File: src/rtl/latch_write_arbiter_if.sv
`default_nettype none
// ---------------------------------------------------------------------------
// latch_write_arbiter_if : requester/latch-bank bus for latch_write_arbiter
// Revision: 1.0
// ---------------------------------------------------------------------------
interface latch_write_arbiter_if #(
  parameter int NREQ  = 4,
  parameter int WIDTH = 8
);
  localparam int GID_W = (NREQ > 1) ? $clog2(NREQ) : 1;

  logic [NREQ-1:0]       req;
  logic [NREQ*WIDTH-1:0] wdata;
  logic [NREQ-1:0]       ack;
  logic [WIDTH-1:0]      latch_d;
  logic                  latch_en;
  logic                  busy;
  logic [GID_W-1:0]      grant_id;
  logic [WIDTH-1:0]      last_data;

  modport master (
    output req, wdata,
    input  ack, latch_d, latch_en, busy, grant_id, last_data
  );

  modport slave (
    input  req, wdata,
    output ack, latch_d, latch_en, busy, grant_id, last_data
  );
endinterface
`default_nettype wire

File: src/rtl/latch_write_arbiter.sv
`default_nettype none
// ---------------------------------------------------------------------------
// latch_write_arbiter : round-robin writer for a shared bank of D latches
// Revision: 1.0
// ---------------------------------------------------------------------------
module latch_write_arbiter #(
  parameter int NREQ      = 4,
  parameter int WIDTH     = 8,
  parameter int EN_CYCLES = 2
) (
  input  logic                  clk,
  input  logic                  rst,
  latch_write_arbiter_if.slave  bus
);
  localparam int GID_W = (NREQ > 1) ? $clog2(NREQ) : 1;
  localparam int CNT_W = (EN_CYCLES > 1) ? $clog2(EN_CYCLES) : 1;
  localparam logic [CNT_W-1:0] CNT_LOAD = CNT_W'(EN_CYCLES - 1);
  localparam logic [GID_W-1:0] GID_LAST = GID_W'(NREQ - 1);

  typedef enum logic [1:0] {
    ST_IDLE   = 2'd0,
    ST_SETUP  = 2'd1,
    ST_ENABLE = 2'd2,
    ST_HOLD   = 2'd3
  } state_t;

  state_t            state_q, state_d;
  logic [CNT_W-1:0]  cnt_q, cnt_d;
  logic [WIDTH-1:0]  latch_d_q, latch_d_d;
  logic              latch_en_q, latch_en_d;
  logic [NREQ-1:0]   ack_q, ack_d;
  logic [GID_W-1:0]  grant_id_q, grant_id_d;
  logic [GID_W-1:0]  rr_ptr_q, rr_ptr_d;
  logic [WIDTH-1:0]  last_data_q, last_data_d;

  logic              pick_valid;
  logic [GID_W-1:0]  pick_id;

  // First requesting index at or after rr_ptr, searching with wrap-around.
  always_comb begin
    pick_valid = 1'b0;
    pick_id    = '0;
    for (int k = 0; k < NREQ; k++) begin
      if (!pick_valid && bus.req[(int'(rr_ptr_q) + k) % NREQ]) begin
        pick_valid = 1'b1;
        pick_id    = GID_W'((int'(rr_ptr_q) + k) % NREQ);
      end
    end
  end

  always_comb begin
    state_d     = state_q;
    cnt_d       = cnt_q;
    latch_d_d   = latch_d_q;
    latch_en_d  = 1'b0;
    ack_d       = '0;
    grant_id_d  = grant_id_q;
    rr_ptr_d    = rr_ptr_q;
    last_data_d = last_data_q;
    case (state_q)
      ST_IDLE: begin
        if (pick_valid) begin
          state_d    = ST_SETUP;
          grant_id_d = pick_id;
          latch_d_d  = bus.wdata[pick_id*WIDTH +: WIDTH];
        end
      end
      ST_SETUP: begin
        state_d    = ST_ENABLE;
        cnt_d      = CNT_LOAD;
        latch_en_d = 1'b1;
      end
      ST_ENABLE: begin
        if (cnt_q == '0) begin
          state_d           = ST_HOLD;
          ack_d[grant_id_q] = 1'b1;
        end else begin
          cnt_d      = cnt_q - CNT_W'(1);
          latch_en_d = 1'b1;
        end
      end
      ST_HOLD: begin
        state_d     = ST_IDLE;
        last_data_d = latch_d_q;
        rr_ptr_d    = (grant_id_q == GID_LAST) ? '0 : grant_id_q + GID_W'(1);
      end
      default: state_d = ST_IDLE;
    endcase
  end

  // En, D and ack are all registered so the latch pins never glitch.
  always_ff @(posedge clk or posedge rst) begin
    if (rst) begin
      state_q     <= ST_IDLE;
      cnt_q       <= '0;
      latch_d_q   <= '0;
      latch_en_q  <= 1'b0;
      ack_q       <= '0;
      grant_id_q  <= '0;
      rr_ptr_q    <= '0;
      last_data_q <= '0;
    end else begin
      state_q     <= state_d;
      cnt_q       <= cnt_d;
      latch_d_q   <= latch_d_d;
      latch_en_q  <= latch_en_d;
      ack_q       <= ack_d;
      grant_id_q  <= grant_id_d;
      rr_ptr_q    <= rr_ptr_d;
      last_data_q <= last_data_d;
    end
  end

  assign bus.latch_d   = latch_d_q;
  assign bus.latch_en  = latch_en_q;
  assign bus.ack       = ack_q;
  assign bus.grant_id  = grant_id_q;
  assign bus.last_data = last_data_q;
  assign bus.busy      = (state_q != ST_IDLE);
endmodule
`default_nettype wire

File: src/flat_wrapper.sv
// flat-port wrapper written by rule: the top's interface ports become plain ports
module latch_write_arbiter_flat 
#(
  parameter int NREQ      = 4,
  parameter int WIDTH     = 8,
  parameter int EN_CYCLES = 2
)
  (clk, rst, bus_req, bus_wdata, bus_ack, bus_latch_d, bus_latch_en, bus_busy, bus_grant_id, bus_last_data);
  latch_write_arbiter_if #(.NREQ(NREQ), .WIDTH(WIDTH)) bus_i ();
  input  logic clk;
  input  logic rst;
  input wire logic [$bits(bus_i.req)-1:0] bus_req;
  input wire logic [$bits(bus_i.wdata)-1:0] bus_wdata;
  output wire logic [$bits(bus_i.ack)-1:0] bus_ack;
  output wire logic [$bits(bus_i.latch_d)-1:0] bus_latch_d;
  output wire logic [$bits(bus_i.latch_en)-1:0] bus_latch_en;
  output wire logic [$bits(bus_i.busy)-1:0] bus_busy;
  output wire logic [$bits(bus_i.grant_id)-1:0] bus_grant_id;
  output wire logic [$bits(bus_i.last_data)-1:0] bus_last_data;
  assign bus_i.req = bus_req;
  assign bus_i.wdata = bus_wdata;
  assign bus_ack = bus_i.ack;
  assign bus_latch_d = bus_i.latch_d;
  assign bus_latch_en = bus_i.latch_en;
  assign bus_busy = bus_i.busy;
  assign bus_grant_id = bus_i.grant_id;
  assign bus_last_data = bus_i.last_data;
  latch_write_arbiter #(.NREQ(NREQ), .WIDTH(WIDTH), .EN_CYCLES(EN_CYCLES)) u_core (.clk(clk), .rst(rst), .bus(bus_i));
endmodule
File: config.mk
export PLATFORM = sky130hd
export DESIGN_NAME = latch_write_arbiter_flat
export DESIGN_NICKNAME = d
export VERILOG_FILES = /design/src/rtl/latch_write_arbiter_if.sv /design/src/rtl/latch_write_arbiter.sv /design/src/flat_wrapper.sv
export SDC_FILE = /design/constraint.sdc
export NUM_CORES = 1
export LEC_CHECK = 0
export ABC_CLOCK_PERIOD_IN_PS = 2700
export CAP_MARGIN = 20
export CORE_MARGIN = 1.5
export CORE_UTILIZATION = 46
export DETAILED_ROUTE_END_ITERATION = 12
export GPL_TIMING_DRIVEN = 1
export PLACE_DENSITY_LB_ADDON = 0.2
export SLEW_MARGIN = 15
export SYNTH_ARGS = -nofsm -noshare
export SYNTH_HDL_FRONTEND = slang
export SYNTH_SLANG_ARGS = --single-unit
File: constraint.sdc
create_clock -name clk -period 2.7 [get_ports clk]
set_input_delay 0.54 -clock clk [delete_from_list [all_inputs] [get_ports clk]]
set_output_delay 0.54 -clock clk [all_outputs]
set_load 0.005 [all_outputs]
==> flow_summary.ini, run 1 <==
[run_status]
status = finished clean

[timing]
tightest_slew_ns = 0.6129
finalHoldViolCount = 0
tns_ns = 0
skew_ns = 0.002959
clock.fmax_mhz = 450.4
max-slew-margin-rel = 0.5892
period_share = 0.8223
rsz0062_at_grt = false
drv_slew = 0
fin_ws_ns = 0.4798
fin_crit_ns = 2.220
holdWs_ns = 0.5037
finalSetupViolations = 0

[grt]
grt.overflow.total = 0
antenna_found_initial = 0
grt_pass1_wl_um = 5816
grt_max_degree = 29
first_global_vias = 1292
grt_use_total = 0.2126

[synthesis]
synth-xor-area-share = 0
synth_cell_types = 30
synthMuxAreaShare = 0.1238
yosysSeqAreaShare = 0.4531
netlist_instances = 141
syn_nets = 188
netlist_area_um2 = 1546
ys_ff_latch = 28
synthAdderAreaFrac = 0.07282
ys_warn_count = 0
synth.avg_cell_area_um2 = 10.97
synth-simple-area-share = 0.1497
synth-compound-area-share = 0.1586
synth_top_family_by_area = compound AO/OA/AOI/OAI gates

[power_and_ir_drop]
clock_power_share = 0.096
combPwrFrac = 0.548
p_per_area_nw_per_um2 = 937.2
power.switching_mw = 0.7806
p_int_mw = 1.315
p_seq_frac = 0.357
swShare = 0.3725
ir_drop_mv = 0.4163
power.leakage_nw = 0.9540

[route]
drc = 0
wl_um = 3628
vias = 1330
wl_per_cell_um = 14.51
first_pass_iters = 4
first_iter_violations = 53
ant_nets = 0
via_per_inst = 5.320

[floorplanning]
die_h_um = 60.98
pin_count = 62
die_area_um2 = 3719
die_w_um = 60.98
core_area_um2 = 3128
initial_core_util = 0.4944
rows = 20

[min_path]
hold-path-endpoint = u_core.bus.last_data[5]
hold_start = u_core.bus.last_data[5]
worst_hold_path_type = reg -> reg
holdPathStages = 1

[cells_and_area]
nets = 254
mostFrequentLayoutCells = clkdlybuf4s50_1 (61), dfrtp_1 (28), nand2_1 (12)
n_antenna_cell = 0
drive_above_1_share = 0.1019
final_util = 0.7148
synthToLayoutAreaGrowth_pct = 44.58
stdcell_area_um2 = 2236
mostFrequentLayoutCell = clkdlybuf4s50_1

[setup_path]
worstRegToRegCells = 6
r2r_end = u_core.bus.latch_d[3]
cp-end-kind = output port
cp.required_ns = 2.16
rr_startpoint = u_core.rr_ptr_q[1]
cp-start-kind = flip-flop
crit_type = reg -> out
setup.reg_to_reg.worst_slack_ns = 0.78
cp.arrival_ns = 1.68
path_max_fanout = 4

[clock_network]
cts_setup_buffers = 0
cts_resized = 0
clk_latency_ns = 0.32
clockBufferDepth = 2
cts_max_level = 1
hold_buffers = 0
cts_buffers = 3
clk_pin_slew_worst_paths_ns = 0.14
cts_tree = done
clock-sinks = 28
root_buffer = clkbuf_4

[placed_design]
dpl_cell_area_um2 = 2200
portBuffers = 61
pre_cts_slack_ns = 0.2339
gp_congestion = 0.8132
hpwl_um = 2887

[job]
cap_violations = 0
[routing by layer]
layer | vias to the layer above | GRT usage | routed length [µm]
li1 | 632 | - | -
met4 | 0 | 0.07143 | 27
met2 | 49 | 0.3548 | 1853
met3 | 2 | 0.02132 | 135
met5 | - | 0 | 0
met1 | 647 | 0.2901 | 1612
[critical path, cell delays in order (launching register included)]
cell	delay (ns)
dfrtp_1	0.43
inv_1	0.10
ha_1	0.23
inv_1	0.09
clkdlybuf4s50_1	0.51
[through the flow]
| stage | instances | power, mW |
|---|---|---|
| 4_1_cts | 250 | 2.105 |
| 2_1_floorplan | 141 | 1.392 |
| 6_report | 250 | 2.095 |
| 3_5_place_dp | 246 | 1.906 |
| 5_1_grt | 250 | 2.257 |
| 3_3_place_gp | 246 | 1.839 |
[cell type report]
class                           instances  area, µm²
Fill cell                             242      892.1
Multi-Input combinational cell        102      780.7
Sequential cell                        28      700.7
Timing Repair Buffer                   64      633.1
Tap cell                               44      55.05
Clock buffer                            4      36.28
Inverter                                8      30.03
[worst max path at each step]
stage,from,endpoint,slack [ns],cells after the start
2_1_floorplan,bus_req[2],u_core.bus.latch_d[5],0.84,7
3_3_place_gp,bus_req[2],u_core.bus.latch_d[5],0.35,7
3_5_place_dp,bus_req[2],u_core.bus.latch_d[2],0.23,6
4_1_cts,u_core.state_q[0],bus_busy,0.49,4
5_1_grt,u_core.state_q[0],bus_busy,0.39,4
6_report,u_core.state_q[0],bus_busy,0.48,4
[cells by family (layout without fill, tap and decap cells)]
kind of cell,count (synthesis),count (layout)
flip-flops,28,28
adder cells (fa/ha/maj),9,9
AO/OA/AOI/OAI,28,28
buffers and inverters,11,76
AND/OR/NAND/NOR,47,47
multiplexers,18,18
[flip-flops by register name, indices dropped and copies added (netlist names)]
name,cells
u_core.bus.ack,4
u_core.bus.grant_id,2
u_core.bus.last_data,8
u_core.bus.latch_d,8
u_core.bus.latch_en,1
u_core.cnt_q,1
u_core.rr_ptr_q,2
u_core.state_q,2
[power by group through the flow]
stage               Combinational (mW)  Clock [mW]  Sequential (mW)
finish                            1.15       0.200            0.748
floorplan                        0.651           0            0.741
detailed placement                1.15           0            0.758
global route                      1.25       0.229            0.773
global placement                  1.10           0            0.741
CTS                               1.15       0.204            0.748
[Yosys cell counts]
cell      number  area [µm²]
nor2b_1        3       18.77
nor4_1         1       6.260
clkbuf_1       1       3.750
nand2b_1       3       18.77
a221oi_1       1       8.760
nor2_1        11       41.29
a211oi_2       9       112.6
or3_1          1       6.260
a21oi_1        4       20.02
a21oi_2        1       8.760
a21o_1         1       7.510
and2_1         5       31.28
o21ai_1        2       10.01
ha_1           9       112.6
nand3b_1       1       7.510
o22ai_1        1       6.260
o32a_1         1       10.01
mux2_2         1       11.26
nand2_1       12       45.04
o21ai_2        1       8.760
dfrtp_1       28       700.7
a211oi_1       7       52.55
nor3_2         1       10.01
nor3_1         8       40.04
buf_12         1       20.02
mux2_1         8       90.09
nor2_2         1       6.260
buf_6          1       11.26
inv_1          8       30.03
mux2i_1        9       90.09
(Power assumes the default switching activity.)
==> run 2: changes to the inputs <==
ABC_CLOCK_PERIOD_IN_PS = 1800   (was 2700)
CORE_UTILIZATION = 39   (was 46)
clock period = 1.8 ns   (was 2.7 ns; I/O delays follow)
==> flow_summary.ini, run 2 (synthesized netlist as in run 1, its figures left out) <==
[setup_path]
cp.required_ns = 1.94
setup.reg_to_reg.worst_slack_ns = 0.07
cp-end-kind = flip-flop
cp-start-kind = flip-flop
path_max_fanout = 17
cp.arrival_ns = 1.87
crit_type = reg -> reg

[power_and_ir_drop]
p_per_area_nw_per_um2 = 1402
total_power_mw = 3.337
power.leakage_nw = 1.018
ir_drop_mv = 0.6536

[route]
first_pass_iters = 4
ant_nets = 0
wl_um = 3761
via_per_inst = 5.080
vias = 1331
first_iter_violations = 54
drc = 0
wl_per_cell_um = 14.35

[clock_network]
cts_max_level = 1
clk_latency_ns = 0.27
root_buffer = clkbuf_8
clockBufferDepth = 2
clock-sinks = 28
hold_buffers = 0
cts_buffers = 3
clk_pin_slew_worst_paths_ns = 0.09
cts_tree = done

[cells_and_area]
stdcell_area_um2 = 2380
mostFrequentLayoutCell = clkdlybuf4s50_1
nets = 263
n_antenna_cell = 0
mostFrequentLayoutCells = clkdlybuf4s50_1 (57), dfrtp_1 (27), nand2_1 (12)
final_util = 0.6357
synthToLayoutAreaGrowth_pct = 53.88
final_cell_count_no_fill = 262
drive_above_1_share = 0.1589

[floorplanning]
core_area_um2 = 3744
die_area_um2 = 4352
die_h_um = 65.97
pin_count = 62
rows = 22
die_w_um = 65.97
initial_core_util = 0.4131

[timing]
fin_ws_ns = 0.06776
period_share = 0.9624
finalHoldViolCount = 0
max-slew-margin-rel = 0.6341
rsz0062_at_grt = true
holdWs_ns = 0.4453
tns_ns = 0
skew_ns = 0.005056
drv_slew = 0
finalSetupViolations = 0
fin_crit_ns = 1.732
tightest_slew_ns = 0.5489
clock.fmax_mhz = 577.3

[grt]
grt_use_total = 0.1830
antenna_found_initial = 0
first_global_vias = 1288
gr-usage-met3 = 0.01874
use_met2 = 0.3384
grt_max_degree = 29
use_met1 = 0.2205
grt.overflow.total = 0
gr-max-usage-layer = met2
grt_pass1_wl_um = 5961

[min_path]
worst_hold_path_type = in -> async

[placed_design]
place_inst = 257
pre_cts_slack_ns = -0.4156
portBuffers = 61
hpwl_um = 2913
dpl_cell_area_um2 = 2282
gp_congestion = 0.7446

[run_status]
status = finished clean

[job]
cap_violations = 0
[run 2: repair_timing]
item / CTS / global route
setup buffers: 2 / 0
pin swaps: 3 / 4
resized for setup: 11 / 1
endpoints found under the setup margin: 9 / 8
[run 2: path summary, 6_finish.rpt]
| path | start | end | depth (start not counted) |
|---|---|---|---|
| setup / recovery | u_core.rr_ptr_q[1] | u_core.bus.latch_d[4] | 6 |
| hold / removal | rst | u_core.bus.latch_d[5] | 3 |
| setup reg to reg | u_core.rr_ptr_q[1] | u_core.bus.latch_d[4] | 6 |
| hold reg to reg | u_core.bus.last_data[3] | u_core.bus.last_data[3] | 1 |
| max in group asynchronous | rst | u_core.rr_ptr_q[1] | 3 |
| min in group clk | u_core.bus.last_data[3] | u_core.bus.last_data[3] | 1 |
[run 2: worst max-delay path, stage by stage, from the launching register on]
cell	delay, ns
dfrtp_2	0.42
mux2i_1	0.23
nor2_2	0.06
or3_4	0.38
buf_12	0.17
a211oi_2	0.24
a211oi_1	0.08
[run 2: power by group]
group	total [mW]	leakage [nW]	internal [mW]	switching, mW
registers	1.11	0.329	0.913	0.195
clock network	0.332	0.0216	0.150	0.182
logic	1.90	0.667	1.06	0.839
total	3.34	1.02	2.12	1.22
[run 2: cell type report]
class / instances / area (µm²)
Timing Repair Buffer: 73 / 720.7
Tap cell: 48 / 60.06
Sequential cell: 28 / 701.9
Clock buffer: 3 / 41.29
Inverter: 8 / 30.03
Multi-Input combinational cell: 102 / 825.8
Fill cell: 315 / 1364
[run 2: routing by layer]
layer | up-vias | share of wire
met2 | 45 | 0.51
met1 | 630 | 0.42
met3 | 4 | 0.050
met4 | 0 | 0.014
met5 | - | 0
li1 | 652 | -
==> run 3: changes to the inputs <==
ABC_AREA = 1   (was not set)
CORE_UTILIZATION = 41   (was 39)
==> flow_summary.ini, run 3 <==
[setup_path]
cpPeakStageDelay_ns = 0.46
cp_common_cell = nand2_2
cp_slowest_cell = dfrtp_2
cp.arrival_ns = 1.99
cp_cell_sequence = buf_12, nand2_2, nand2_2, nand2_2, nand2_2, nor2_4, nand3_2, nand2_4, buf_6, nand3b_1, nand3_1, nand2_1, nand2_1, nand2_1
cp-end-kind = flip-flop
crit_type = reg -> reg
cp.required_ns = 1.97
cp-start-kind = flip-flop
path_max_fanout = 9

[run_status]
violations = setup timing
status = finished, violations left

[cells_and_area]
mostFrequentLayoutCell = nand2_1
stdcell_area_um2 = 2773
fillers = 389
synthToLayoutAreaGrowth_pct = 52.51
n_antenna_cell = 0
final_util = 0.6412
mostFrequentLayoutCells = nand2_1 (74), clkdlybuf4s50_1 (58), inv_1 (36)
drive_above_1_share = 0.2209
nets = 374

[timing]
fin_crit_ns = 1.828
skew_ns = 0.002394
finalHoldViolCount = 0
rsz0062_at_grt = true
fin_ws_ns = -0.02755
drv_slew = 0
holdWs_ns = 0.4485
tightest_slew_ns = 0.3454
clock.fmax_mhz = 547.2
max-slew-margin-rel = 0.7697
finalSetupViolations = 7
period_share = 1.015

[synthesis]
synth_common_cells = nand2_1 (81), inv_1 (41), dfrtp_1 (28)
synth_top_area_frac = 0.3854
synth_most_common_cell = nand2_1
async_flop_share = 1.000
netlist_area_um2 = 1818
synth_top_area_cell = dfrtp_1
synthTopCellsByArea = dfrtp_1 (39%), nand2_1 (17%), inv_1 (8.5%), nand3_1 (6.9%), ha_1 (6.2%)
syn_nets = 292
ys_warn_count = 0
ys_ff_latch = 28
synth_flop_cell = dfrtp_1
synth_edf_count = 0
yosysSeqAreaShare = 0.3854
netlist_instances = 245
synth_cell_types = 25
synth.avg_cell_area_um2 = 7.420

[placed_design]
portBuffers = 61
hpwl_um = 3208
dpl_cell_area_um2 = 2587
gp_congestion = 0.8192

[floorplanning]
rows = 24
pin_count = 62
initial_core_util = 0.4204
core_area_um2 = 4324
die_h_um = 69.59
die_w_um = 69.59
die_area_um2 = 4843

[power_and_ir_drop]
clock_power_share = 0.075
p_int_mw = 2.815
power.leakage_nw = 1.429
power.switching_mw = 2.250
combPwrFrac = 0.701
p_per_area_nw_per_um2 = 1827
p_seq_frac = 0.224
swShare = 0.4443
total_power_mw = 5.065
ir_drop_mv = 0.8755

[clock_network]
clk_latency_ns = 0.27
cts_tree = done
cts_max_level = 1
root_buffer = clkbuf_8
cts_buffers = 3
clock-sinks = 28
clk_pin_slew_worst_paths_ns = 0.09
clockBufferDepth = 2
hold_buffers = 0

[grt]
grt_max_degree = 29
grt_use_total = 0.1841
grt_pass1_wl_um = 7452
grt.overflow.total = 0
antenna_found_initial = 0
first_global_vias = 1757

[route]
wl_um = 4241
highest_layer = met4
first_iter_violations = 80
m1WireLength_um = 1894
wl_per_cell_um = 11.22
drc = 0
dr_wl_met3_um = 222
vias = 1754
dr_wl_met2_um = 2106
ant_nets = 0
via_per_inst = 4.640
first_pass_iters = 4

[job]
cap_violations = 0

[min_path]
worst_hold_path_type = in -> async
-- run 3: cell types whose count changed in the layout (fill, tap and decap cells not counted), moves of 9 or more --
| cell | before | now |
|---|---|---|
| nand2_2 | 0 | 12 |
| nand3_1 | 0 | 23 |
| mux2i_1 | 9 | 0 |
| a211oi_2 | 9 | 0 |
| inv_1 | 8 | 36 |
| nand2_1 | 12 | 74 |
-- run 3: layout make-up --
| type | instances | area [µm²] | area share |
|---|---|---|---|
| Tap cell | 52 | 65.06 | 0.02347 |
| Timing Repair inverter | 1 | 7.507 | 0.002708 |
| Clock buffer | 4 | 55.05 | 0.01986 |
| Timing Repair Buffer | 80 | 784.5 | 0.2829 |
| Sequential cell | 28 | 701.9 | 0.2532 |
| Inverter | 44 | 165.2 | 0.05957 |
| Multi-Input combinational cell | 169 | 993.5 | 0.3583 |
-- run 3: power by group through the flow --
stage	clock (mW)	sequential (mW)	combinational, mW
2_1_floorplan	0	1.13	1.99
3_5_place_dp	0	1.15	3.18
4_1_cts	0.388	1.14	3.46
5_1_grt	0.413	1.18	3.98
6_report	0.380	1.14	3.55
3_3_place_gp	0	1.15	3.13
-- run 3: repair_timing --
action                     in CTS  in global routing
buffers inserted                2                  1
pin swaps                       0                  3
resized for setup              16                 18
gates cloned                    2                  0
setup endpoints to repair      11                 13
-- run 3: critical path, delay by kind of cell, from the launching register on --
family        cells  cell delay, ns
simple gates     12            0.96
flops             1            0.46
buf+inv           2            0.30
-- run 3: kinds of logic (layout without fill, tap and decap cells) --
family / Yosys count / after routing / share of synthesized area
DFF: 28 / 28 / 0.3854
adders and majority gates: 9 / 9 / 0.06194
and+or+nand+nor: 139 / 140 / 0.3572
AOI/OAI and AO/OA: 12 / 12 / 0.03372
buffers and inverters: 49 / 129 / 0.1122
muxes: 8 / 8 / 0.04955
-- run 3: per-stage QoR --
stage	worst slack (ns)	TNS, ns	std cells
2_1_floorplan	0.1104	0	245
3_3_place_gp	-0.3921	-3.284	369
3_5_place_dp	-0.4193	-3.748	369
4_1_cts	-0.05517	-0.1567	377
5_1_grt	-0.2071	-1.497	378
6_report	-0.02755	-0.09762	378
-- run 3: final timing paths --
check                                               end  slack, ns  depth (start not counted)               startpoint
worst max-delay path              u_core.bus.latch_d[7]      -0.03                         14       u_core.rr_ptr_q[0]
worst min-delay path            u_core.bus.last_data[7]       0.45                          3                      rst
worst max register to register    u_core.bus.latch_d[7]      -0.03                         14       u_core.rr_ptr_q[0]
worst min register to register  u_core.bus.last_data[0]       0.51                          1  u_core.bus.last_data[0]
max in group asynchronous            u_core.rr_ptr_q[0]       1.08                          3                      rst
min in group clk                u_core.bus.last_data[0]       0.51                          1  u_core.bus.last_data[0]
-- run 3: routing by layer --
layer	GRT usage	up-vias
met3	0.03779	2
met1	0.2234	796
met5	0	-
met2	0.3397	46
met4	0.03050	0
li1	-	910
